===== src/rtl/aes_ctr_dma_ctrl.sv =====
// -----------------------------------------------------------------------------
// aes_ctr_dma_ctrl
//
// Sequencer for the AES-CTR accelerator. Holds the MMIO configuration
// (base address, length, key, counter). On a start command it walks the
// buffer in 16-byte blocks:
//    READ    - fetch 16 bytes from XRAM into the block buffer
//    OPERATE - pulse aes_start, wait for the keystream, XOR it into the buffer
//    WRITE   - store the 16 bytes back in place, bump pointer and counter
//
// Ports
//    clk, rst            clock, asynchronous active-low reset
//    addr/data_in/stb/wr MMIO request (one request per two cycles at most)
//    ack/data_out        MMIO response, one cycle after stb
//    xram_*              byte-wide XRAM port, stb/addr/wr/data held until ack
//    aes_start           one-cycle request to the AES core
//    aes_key/aes_ctr     key and counter presented to the core
//    aes_done/aes_out    keystream result from the core
//
// MMIO map (byte i of key/counter lives at bits [127-8i -: 8])
//    0xff00       w: 0x01 = start      r: {6'b0, state}
//    0xff02/03    base address lo/hi
//    0xff04/05    length lo/hi (bytes)
//    0xff10-1f    key bytes 0..15
//    0xff20-2f    counter bytes 0..15
// -----------------------------------------------------------------------------
`timescale 1ns/1ps

module aes_ctr_dma_ctrl #(
   parameter int BLK_BYTES = 16
) (
   input  logic         clk,
   input  logic         rst,
   input  logic [15:0]  addr,
   input  logic [7:0]   data_in,
   input  logic         stb,
   input  logic         wr,
   output logic         ack,
   output logic [7:0]   data_out,
   output logic [15:0]  xram_addr,
   output logic [7:0]   xram_data_out,
   output logic         xram_stb,
   output logic         xram_wr,
   input  logic         xram_ack,
   input  logic [7:0]   xram_data_in,
   output logic         aes_start,
   output logic [127:0] aes_key,
   output logic [127:0] aes_ctr,
   input  logic         aes_done,
   input  logic [127:0] aes_out
);

   typedef enum logic [1:0] {
      IDLE    = 2'd0,
      READ    = 2'd1,
      OPERATE = 2'd2,
      WRITE   = 2'd3
   } state_t;

   localparam logic [3:0]  LAST_IDX = 4'(BLK_BYTES - 1);
   localparam logic [15:0] PTR_STEP = 16'(BLK_BYTES);

   state_t         state_reg, state_next;

   logic           ack_reg;
   logic [7:0]     data_out_reg;
   logic [15:0]    base_addr_reg;
   logic [15:0]    len_reg;
   logic [127:0]   key_reg;
   logic [127:0]   ctr_reg;
   logic [127:0]   buf_reg;
   logic [15:0]    ptr_reg;
   logic [12:0]    blk_cnt_reg;
   logic [3:0]     idx_reg;
   logic           op_first_reg;

   logic           mmio_req;
   logic           cfg_wr;
   logic           start_cmd;
   logic           rd_last;
   logic           wr_last;
   logic [7:0]     rd_data;
   logic [16:0]    len_round;

   logic [7:0]     key_bytes [16];
   logic [7:0]     ctr_bytes [16];
   logic [7:0]     buf_bytes [16];

   // Byte views of the 128-bit registers, byte 0 in the top bits.
   for (genvar gi = 0; gi < 16; gi++) begin : g_bytes
      assign key_bytes[gi] = key_reg[127-8*gi -: 8];
      assign ctr_bytes[gi] = ctr_reg[127-8*gi -: 8];
      assign buf_bytes[gi] = buf_reg[127-8*gi -: 8];
   end

   // A request is only taken outside the ack cycle, so back-to-back strobes
   // are served every other cycle.
   assign mmio_req  = stb && !ack_reg;
   assign cfg_wr    = mmio_req && wr && (state_reg == IDLE) && (addr[15:8] == 8'hff);
   assign start_cmd = cfg_wr && (addr[7:0] == 8'h00) && (data_in == 8'h01) &&
                      (len_reg != 16'h0000);
   assign rd_last   = (state_reg == READ)  && xram_ack && (idx_reg == LAST_IDX);
   assign wr_last   = (state_reg == WRITE) && xram_ack && (idx_reg == LAST_IDX);

   // ceil(length / 16) without losing the carry out of 0xffff + 15.
   assign len_round = {1'b0, len_reg} + 17'd15;

   assign ack      = ack_reg;
   assign data_out = data_out_reg;
   assign aes_key  = key_reg;
   assign aes_ctr  = ctr_reg;

   // -------------------------------------------------------------------------
   // MMIO read mux
   // -------------------------------------------------------------------------
   always_comb begin
      rd_data = 8'h00;
      if (addr[15:8] == 8'hff) begin
         case (addr[7:0])
            8'h00:   rd_data = {6'b0, state_reg};
            8'h02:   rd_data = base_addr_reg[7:0];
            8'h03:   rd_data = base_addr_reg[15:8];
            8'h04:   rd_data = len_reg[7:0];
            8'h05:   rd_data = len_reg[15:8];
            default: begin
               if (addr[7:4] == 4'h1) begin
                  rd_data = key_bytes[addr[3:0]];
               end else if (addr[7:4] == 4'h2) begin
                  rd_data = ctr_bytes[addr[3:0]];
               end
            end
         endcase
      end
   end

   // -------------------------------------------------------------------------
   // FSM: state register
   // -------------------------------------------------------------------------
   always_ff @(posedge clk or negedge rst) begin
      if (!rst) begin
         state_reg <= IDLE;
      end else begin
         state_reg <= state_next;
      end
   end

   // -------------------------------------------------------------------------
   // FSM: next state
   // -------------------------------------------------------------------------
   always_comb begin
      state_next = state_reg;
      case (state_reg)
         IDLE:    if (start_cmd) state_next = READ;
         READ:    if (rd_last)   state_next = OPERATE;
         OPERATE: if (aes_done)  state_next = WRITE;
         WRITE: begin
            if (wr_last) begin
               state_next = (blk_cnt_reg == 13'd1) ? IDLE : READ;
            end
         end
         default: state_next = IDLE;
      endcase
   end

   // -------------------------------------------------------------------------
   // FSM: outputs. Decoded from registered state, so they drop together with
   // the asynchronous reset and stay put while a transfer waits for its ack.
   // -------------------------------------------------------------------------
   always_comb begin
      xram_stb      = 1'b0;
      xram_wr       = 1'b0;
      xram_addr     = 16'h0000;
      xram_data_out = 8'h00;
      aes_start     = 1'b0;
      case (state_reg)
         READ: begin
            xram_stb  = 1'b1;
            xram_addr = ptr_reg + {12'h000, idx_reg};
         end
         OPERATE: begin
            aes_start = op_first_reg;
         end
         WRITE: begin
            xram_stb      = 1'b1;
            xram_wr       = 1'b1;
            xram_addr     = ptr_reg + {12'h000, idx_reg};
            xram_data_out = buf_bytes[idx_reg];
         end
         default: ;
      endcase
   end

   // -------------------------------------------------------------------------
   // Datapath and configuration registers
   // -------------------------------------------------------------------------
   always_ff @(posedge clk or negedge rst) begin
      if (!rst) begin
         ack_reg       <= 1'b0;
         data_out_reg  <= 8'h00;
         base_addr_reg <= 16'h0000;
         len_reg       <= 16'h0000;
         key_reg       <= '0;
         ctr_reg       <= '0;
         buf_reg       <= '0;
         ptr_reg       <= 16'h0000;
         blk_cnt_reg   <= 13'd0;
         idx_reg       <= 4'd0;
         op_first_reg  <= 1'b0;
      end else begin
         ack_reg      <= mmio_req;
         data_out_reg <= mmio_req ? rd_data : 8'h00;
         // Marks the first OPERATE cycle, which is the aes_start cycle.
         op_first_reg <= rd_last;

         // Configuration writes are only possible in IDLE, so they never
         // collide with the counter update in WRITE.
         if (cfg_wr) begin
            case (addr[7:0])
               8'h02: base_addr_reg[7:0]  <= data_in;
               8'h03: base_addr_reg[15:8] <= data_in;
               8'h04: len_reg[7:0]        <= data_in;
               8'h05: len_reg[15:8]       <= data_in;
               default: ;
            endcase
            for (int i = 0; i < 16; i++) begin
               if (addr[7:4] == 4'h1 && addr[3:0] == i[3:0]) begin
                  key_reg[127-8*i -: 8] <= data_in;
               end
               if (addr[7:4] == 4'h2 && addr[3:0] == i[3:0]) begin
                  ctr_reg[127-8*i -: 8] <= data_in;
               end
            end
         end

         if (start_cmd) begin
            ptr_reg     <= base_addr_reg;
            blk_cnt_reg <= len_round[16:4];
            idx_reg     <= 4'd0;
         end

         case (state_reg)
            READ: begin
               if (xram_ack) begin
                  for (int i = 0; i < 16; i++) begin
                     if (idx_reg == i[3:0]) begin
                        buf_reg[127-8*i -: 8] <= xram_data_in;
                     end
                  end
                  // Wraps back to 0 after the last byte, ready for WRITE.
                  idx_reg <= idx_reg + 4'd1;
               end
            end
            OPERATE: begin
               if (aes_done) begin
                  buf_reg <= buf_reg ^ aes_out;
               end
            end
            WRITE: begin
               if (xram_ack) begin
                  idx_reg <= idx_reg + 4'd1;
                  if (idx_reg == LAST_IDX) begin
                     ptr_reg     <= ptr_reg + PTR_STEP;
                     ctr_reg     <= ctr_reg + 128'd1;
                     blk_cnt_reg <= blk_cnt_reg - 13'd1;
                  end
               end
            end
            default: ;
         endcase
      end
   end

endmodule


===== config.mk =====
export PLATFORM = sky130hd
export DESIGN_NAME = aes_ctr_dma_ctrl
export DESIGN_NICKNAME = d
export VERILOG_FILES = /design/src/rtl/aes_ctr_dma_ctrl.sv
export SDC_FILE = /design/constraint.sdc
export NUM_CORES = 1
export LEC_CHECK = 0
export CAP_MARGIN = 20
export CORE_MARGIN = 2
export CORE_UTILIZATION = 25
export CTS_CLUSTER_DIAMETER = 120
export CTS_CLUSTER_SIZE = 10
export DETAILED_ROUTE_END_ITERATION = 7
export HOLD_SLACK_MARGIN = 0.06
export PLACE_DENSITY = 0.43
export SLEW_MARGIN = 10
export SYNTH_ARGS = -nofsm -noshare
export SYNTH_HDL_FRONTEND = slang
export SYNTH_SLANG_ARGS = --single-unit
export TNS_END_PERCENT = 5

===== constraint.sdc =====
create_clock -name clk -period 3.7 [get_ports clk]
set_clock_uncertainty 0.1 [all_clocks]
set_input_delay 0.555 -clock clk [delete_from_list [all_inputs] [get_ports clk]]
set_output_delay 0.555 -clock clk [all_outputs]
set_load 0.01 [all_outputs]

Word-level counts from Yosys, hierarchy flattened

Cells that the tools add are included.
Widths: inputs -> output; s select.

Flip-flop bits (word level): 461
Bits of input ports: 166
Output and inout port bits: 292

Add/subtract/negate cells: 6
Magnitude comparators: 2
Eq/ne operators: 63
Mux-type cells: 75
Bitwise logic cells: 3
Reductions and logical operators: 88

Operators with widths:

| operator                | count |
|---|---|
| $mux 128                | 6 |
| $mux 8                  | 43 |
| $pmux 128 s2            | 1 |
| $add 128x1->128 const B | 1 |
| $xor 128x128->128       | 1 |
| $bmux 8 s4              | 3 |
| $mux 16                 | 5 |
| $reduce_and 4->1        | 17 |
| $eq 4x4->1 const B      | 16 |
| $mux 13                 | 4 |
| $logic_and 1x1->1       | 43 |
| $pmux 8 s5              | 1 |
| $reduce_and 2->1        | 20 |
| $eq 4x3->1 const B      | 8 |
| $ne 2x1->1 const B      | 16 |
| $eq 4x2->1 const B      | 5 |
| $add 16x4->17 const B   | 1 |
| $add 16x4->16           | 1 |
| $add 16x5->16 const B   | 1 |
| $eq 8x2->1 const B      | 2 |
| $eq 8x3->1 const B      | 2 |
| $reduce_bool 16->1      | 1 |
| $eq 13x1->1 const B     | 1 |
| $sub 13x1->13 const B   | 1 |
| other kinds (19)        | 37 |

Logic depth before layout (Yosys ltp)

Word-level depth: 12
Mapped depth: 12
Mapped depth without buffers: 9

Worst setup path before layout

Ideal clock, no wire load.

Kind: flip-flop to output port
Start point: reg idx_reg[1]
End point: out xram_addr[14]
Arrival time: 2.419 ns
Data required time: 3.045 ns
Slack: 0.626 ns
Cell stages (with the launch flop): 10
Buffers on the path: 2
Cell sequence: dfrtp_1 -> clkbuf_1 -> buf_1 -> inv_1 -> fa_1 -> nor2b_1 -> o21a_1 -> nor2_1 -> or3_1 -> a21oi_1

Cells in the longest elaborated chain, start to end: 2

Ends and longest elaborated chain:

| element                | line     | source |
|---|---|---|
| start, declared        | 74       | `logic [3:0] idx_reg;` |
| start signal, assigned | 250      | `idx_reg <= idx_reg + 4'd1;` |
| start signal, assigned | 260      | `idx_reg <= idx_reg + 4'd1;` |
| $add 16x4->16          | 178, 186 |  |
| $mux 16                | -        |  |
| end, declared          | 40       | `output logic [15:0] xram_addr,` |

Every way passes these cells.

Final worst setup path

Start point: reg idx_reg[0]
End point: out xram_data_out[5]

Cells in the longest elaborated chain, start to end: 5

Ends and longest elaborated chain:

| element                                   | line | source |
|---|---|---|
| $not 4->5 (implied by the code)           | 187  | `xram_data_out = buf_bytes[idx_reg];` |
| $bmux 8 s4                                | 187  |  |
| $mux 8 (implied by the code) (2 in a row) | 187  |  |
| $mux 8                                    | 175  | `case (state_reg)` |
| end, declared                             | 41   | `output logic [7:0] xram_data_out,` |

Every way passes these cells. The select of a mux whose other input is x is not followed.

==> impl_metrics.env <==
export IMPL_cp_slowest_cell="mux4_2"
export IMPL_grt_ovfl_total=0
export IMPL_crit_path_start="idx_reg[0]"
export IMPL_status="complete, but fails checks"
export IMPL_drtPass1Iterations=5
export IMPL_fmax_mhz=260.7
export IMPL_drv_cap=0
export IMPL_clk_path_buf_depth=3
export IMPL_hold_viol_final=0
export IMPL_max_slew_margin=0.2801
export IMPL_cts_tree="done"
export IMPL_ff2ff_setup_slack_ns=0.41
export IMPL_cpLargestDelayFamily="multiplexers"
export IMPL_grt_max_degree=80
export IMPL_placed_cell_area_sq_um=36020
export IMPL_viasPerCell=5.568
export IMPL_critPathArrivalTime_ns=3.18
export IMPL_ant_nets=0
export IMPL_worstSetupStartpointType="flip-flop"
export IMPL_drcViolationCount=0
export IMPL_initial_core_util=0.2517
export IMPL_cts_sinks=461
export IMPL_hp_class="input pin to asynchronous set/reset pin"
export IMPL_multi_input_area_sq_um=16240
export IMPL_grtUsageTotal=0.2354
export IMPL_seq_area_sq_um=11540
export IMPL_core_area_sq_um=114000
export IMPL_synthFlopType="dfrtp_1"
export IMPL_num_rows=124
export IMPL_p_per_area_nw_per_um2=329.5
export IMPL_finalWirelength_um=142200
export IMPL_worst_pin_slew_ns=1.080
export IMPL_layout_worst_path_cycle_share=1.037
export IMPL_ys_warn_count=0
export IMPL_finalNetCount=3801
export IMPL_n_fill_cell=11810
export IMPL_via_count=28610
export IMPL_netlist_instances=3101
export IMPL_drive_above_1_share=0.1690
export IMPL_syn_area_sq_um=28700
export IMPL_grt_pass1_vias=27710
export IMPL_wl_per_cell_um=27.68
export IMPL_fin_ws_ns=-0.1354
export IMPL_io_buffers=457
export IMPL_setup_viol=9
export IMPL_clkTransAtPathRegs_ns=0.07
export IMPL_cts_buffers=52
export IMPL_async_flop_share=1.000
export IMPL_dieArea_sq_um=117500
export IMPL_area_growth_pct=30.67
export IMPL_required_ns=3.04
export IMPL_synth_enable_flop_cells=0
export IMPL_htree_levels=2
export IMPL_drt_iter0_markers=2462
export IMPL_cts_root_buf="clkbuf_16"
export IMPL_grt_pass1_wl_um=204300
export IMPL_io_pins=458
export IMPL_cp_max_fo=38
export IMPL_max_stage_delay_ns=0.63
export IMPL_rsz0062_at_grt="yes"
export IMPL_antenna_found_initial=12
export IMPL_worst_setup_path_end_kind="output pin"
export IMPL_clk_latency_ns=0.69
export IMPL_synthesis_nets=3285
export IMPL_dpl_hpwl_um=104200
export IMPL_drv_slew=0
export IMPL_cp_cell_sequence="buf_12 -> mux4_2 -> mux4_2 -> and2_1 -> clkdlybuf4s50_1"
export IMPL_power_leakage_nw=15.16
export IMPL_critical_path_class="flip-flop to output pin"
export IMPL_die_w_um=342.8
export IMPL_cp_common_cell="mux4_2"
export IMPL_dp_slack_ns=0.08435
export IMPL_die_h_um=342.8
export IMPL_globalplace_congestion=0.9528
export IMPL_p_total_mw=12.36
export IMPL_post_cts_buffers=0
export IMPL_peakVddDrop_mv=0.4322
export IMPL_hold_slack_ns=0.3734
export IMPL_final_cell_area_sq_um=37500
export IMPL_synth_seq_cells=461
export IMPL_reg2reg_from="aes_ctr[57]"
export IMPL_violations="negative setup slack"
export IMPL_yosysUniqueCellTypes=78
export IMPL_syn_avg_cell_area_sq_um=9.255
export IMPL_fin_crit_ns=3.835
export IMPL_worst_path_buf_inv=2
export IMPL_synth_yosys_seq_area_share=0.4020
-- path summary, 6_finish.rpt --
path,end,cells after the start
min in group clk,ptr_reg[0],2
hold / removal,buf_bytes[103],2
setup / recovery,xram_data_out[5],5
max in group asynchronous,aes_key[11],3
setup reg to reg,aes_ctr[113],6
hold reg to reg,ptr_reg[0],2
-- per-stage QoR --
| stage | setup TNS [ns] | cells | utilization |
|---|---|---|---|
| 5_1_grt | -1.639 | 5137 | 0.3288 |
| 2_1_floorplan | 0 | 3101 | - |
| 6_report | -0.7429 | 5138 | 0.3288 |
| 3_3_place_gp | 0 | 5074 | 0.3159 |
| 4_1_cts | -1.327 | 5133 | 0.3287 |
| 3_5_place_dp | 0 | 5074 | 0.3159 |
-- report_power, final --
group / total, mW / internal [mW] / switching, mW
logic: 1.65 / 0.743 / 0.911
clock network: 4.93 / 2.57 / 2.35
registers: 5.78 / 5.39 / 0.382
-- cell usage in the layout, fill, tap and decap left out, types with 17 or more instances in the layout --
cell,count
and2_1,27
o21a_1,19
nand4_1,74
o21ai_0,215
o32ai_1,19
a211oi_1,46
mux4_2,112
a21o_1,28
nand2_1,200
nand3_1,240
mux2i_1,26
o22ai_1,24
mux2_2,162
xnor2_1,17
a31oi_1,25
a311oi_1,20
nor2_1,327
buf_4,188
and3_1,42
a21oi_1,374
nor3_1,88
nor4_1,64
inv_1,48
clkdlybuf4s50_1,435
dfrtp_1,459
clkbuf_16,52
-- synthesized netlist by cell type (48+ instances only) --
| cell | n | area (sq um) |
|---|---|---|
| dfrtp_1 | 461 | 11540 |
| a21oi_1 | 376 | 1882 |
| nor2_1 | 332 | 1246 |
| nand3_1 | 240 | 1201 |
| o21ai_0 | 215 | 1076 |
| nand2_1 | 201 | 754.5 |
| mux2_2 | 162 | 1824 |
| clkbuf_1 | 129 | 484.2 |
| mux4_2 | 112 | 2522 |
| nor3_1 | 89 | 445.4 |
| nand4_1 | 74 | 462.9 |
| nor4_1 | 64 | 400.4 |
| inv_1 | 48 | 180.2 |
-- cell type report --
class	count	share of cell area
Clock inverter	5	0.003136
Inverter	48	0.004805
Timing Repair Buffer	658	0.1657
Clock buffer	53	0.03480
Multi-Input combinational cell	2396	0.4331
Antenna cell	5	0.0003337
Sequential cell	461	0.3077
Tap cell	1512	0.05045
-- what timing repair did --
item / 4_1_cts / 5_1_grt
hold buffers: 1 / 0
endpoints found under the setup margin: 19 / 16
hold endpoints to repair: 52 / 0
pin swaps: 0 / 1
resized for setup: 14 / 7
-- kinds of logic (layout without fill, tap and decap cells) --
| logic type | count (synthesis) | count (layout) | share of synthesized area |
|---|---|---|---|
| other | 0 | 5 | 0 |
| multiplexers | 300 | 300 | 0.1605 |
| flip-flops | 461 | 461 | 0.4020 |
| AND/OR/NAND/NOR | 1191 | 1191 | 0.2107 |
| buffers and inverters | 244 | 764 | 0.03457 |
| XOR/XNOR | 24 | 24 | 0.007324 |
| adder cells (fa/ha/maj) | 18 | 18 | 0.008109 |
| AO/OA/AOI/OAI | 863 | 863 | 0.1768 |
-- per-layer routing --
metal,wire [um],GRT usage,vias to the layer above
met3,9830,0.03851,256
li1,-,-,12720
met2,65850,0.3759,1223
met1,61860,0.3245,14400
met5,66,0,-
met4,4637,0.07502,10
No activity file was read; power rests on OpenSTA's default activity.
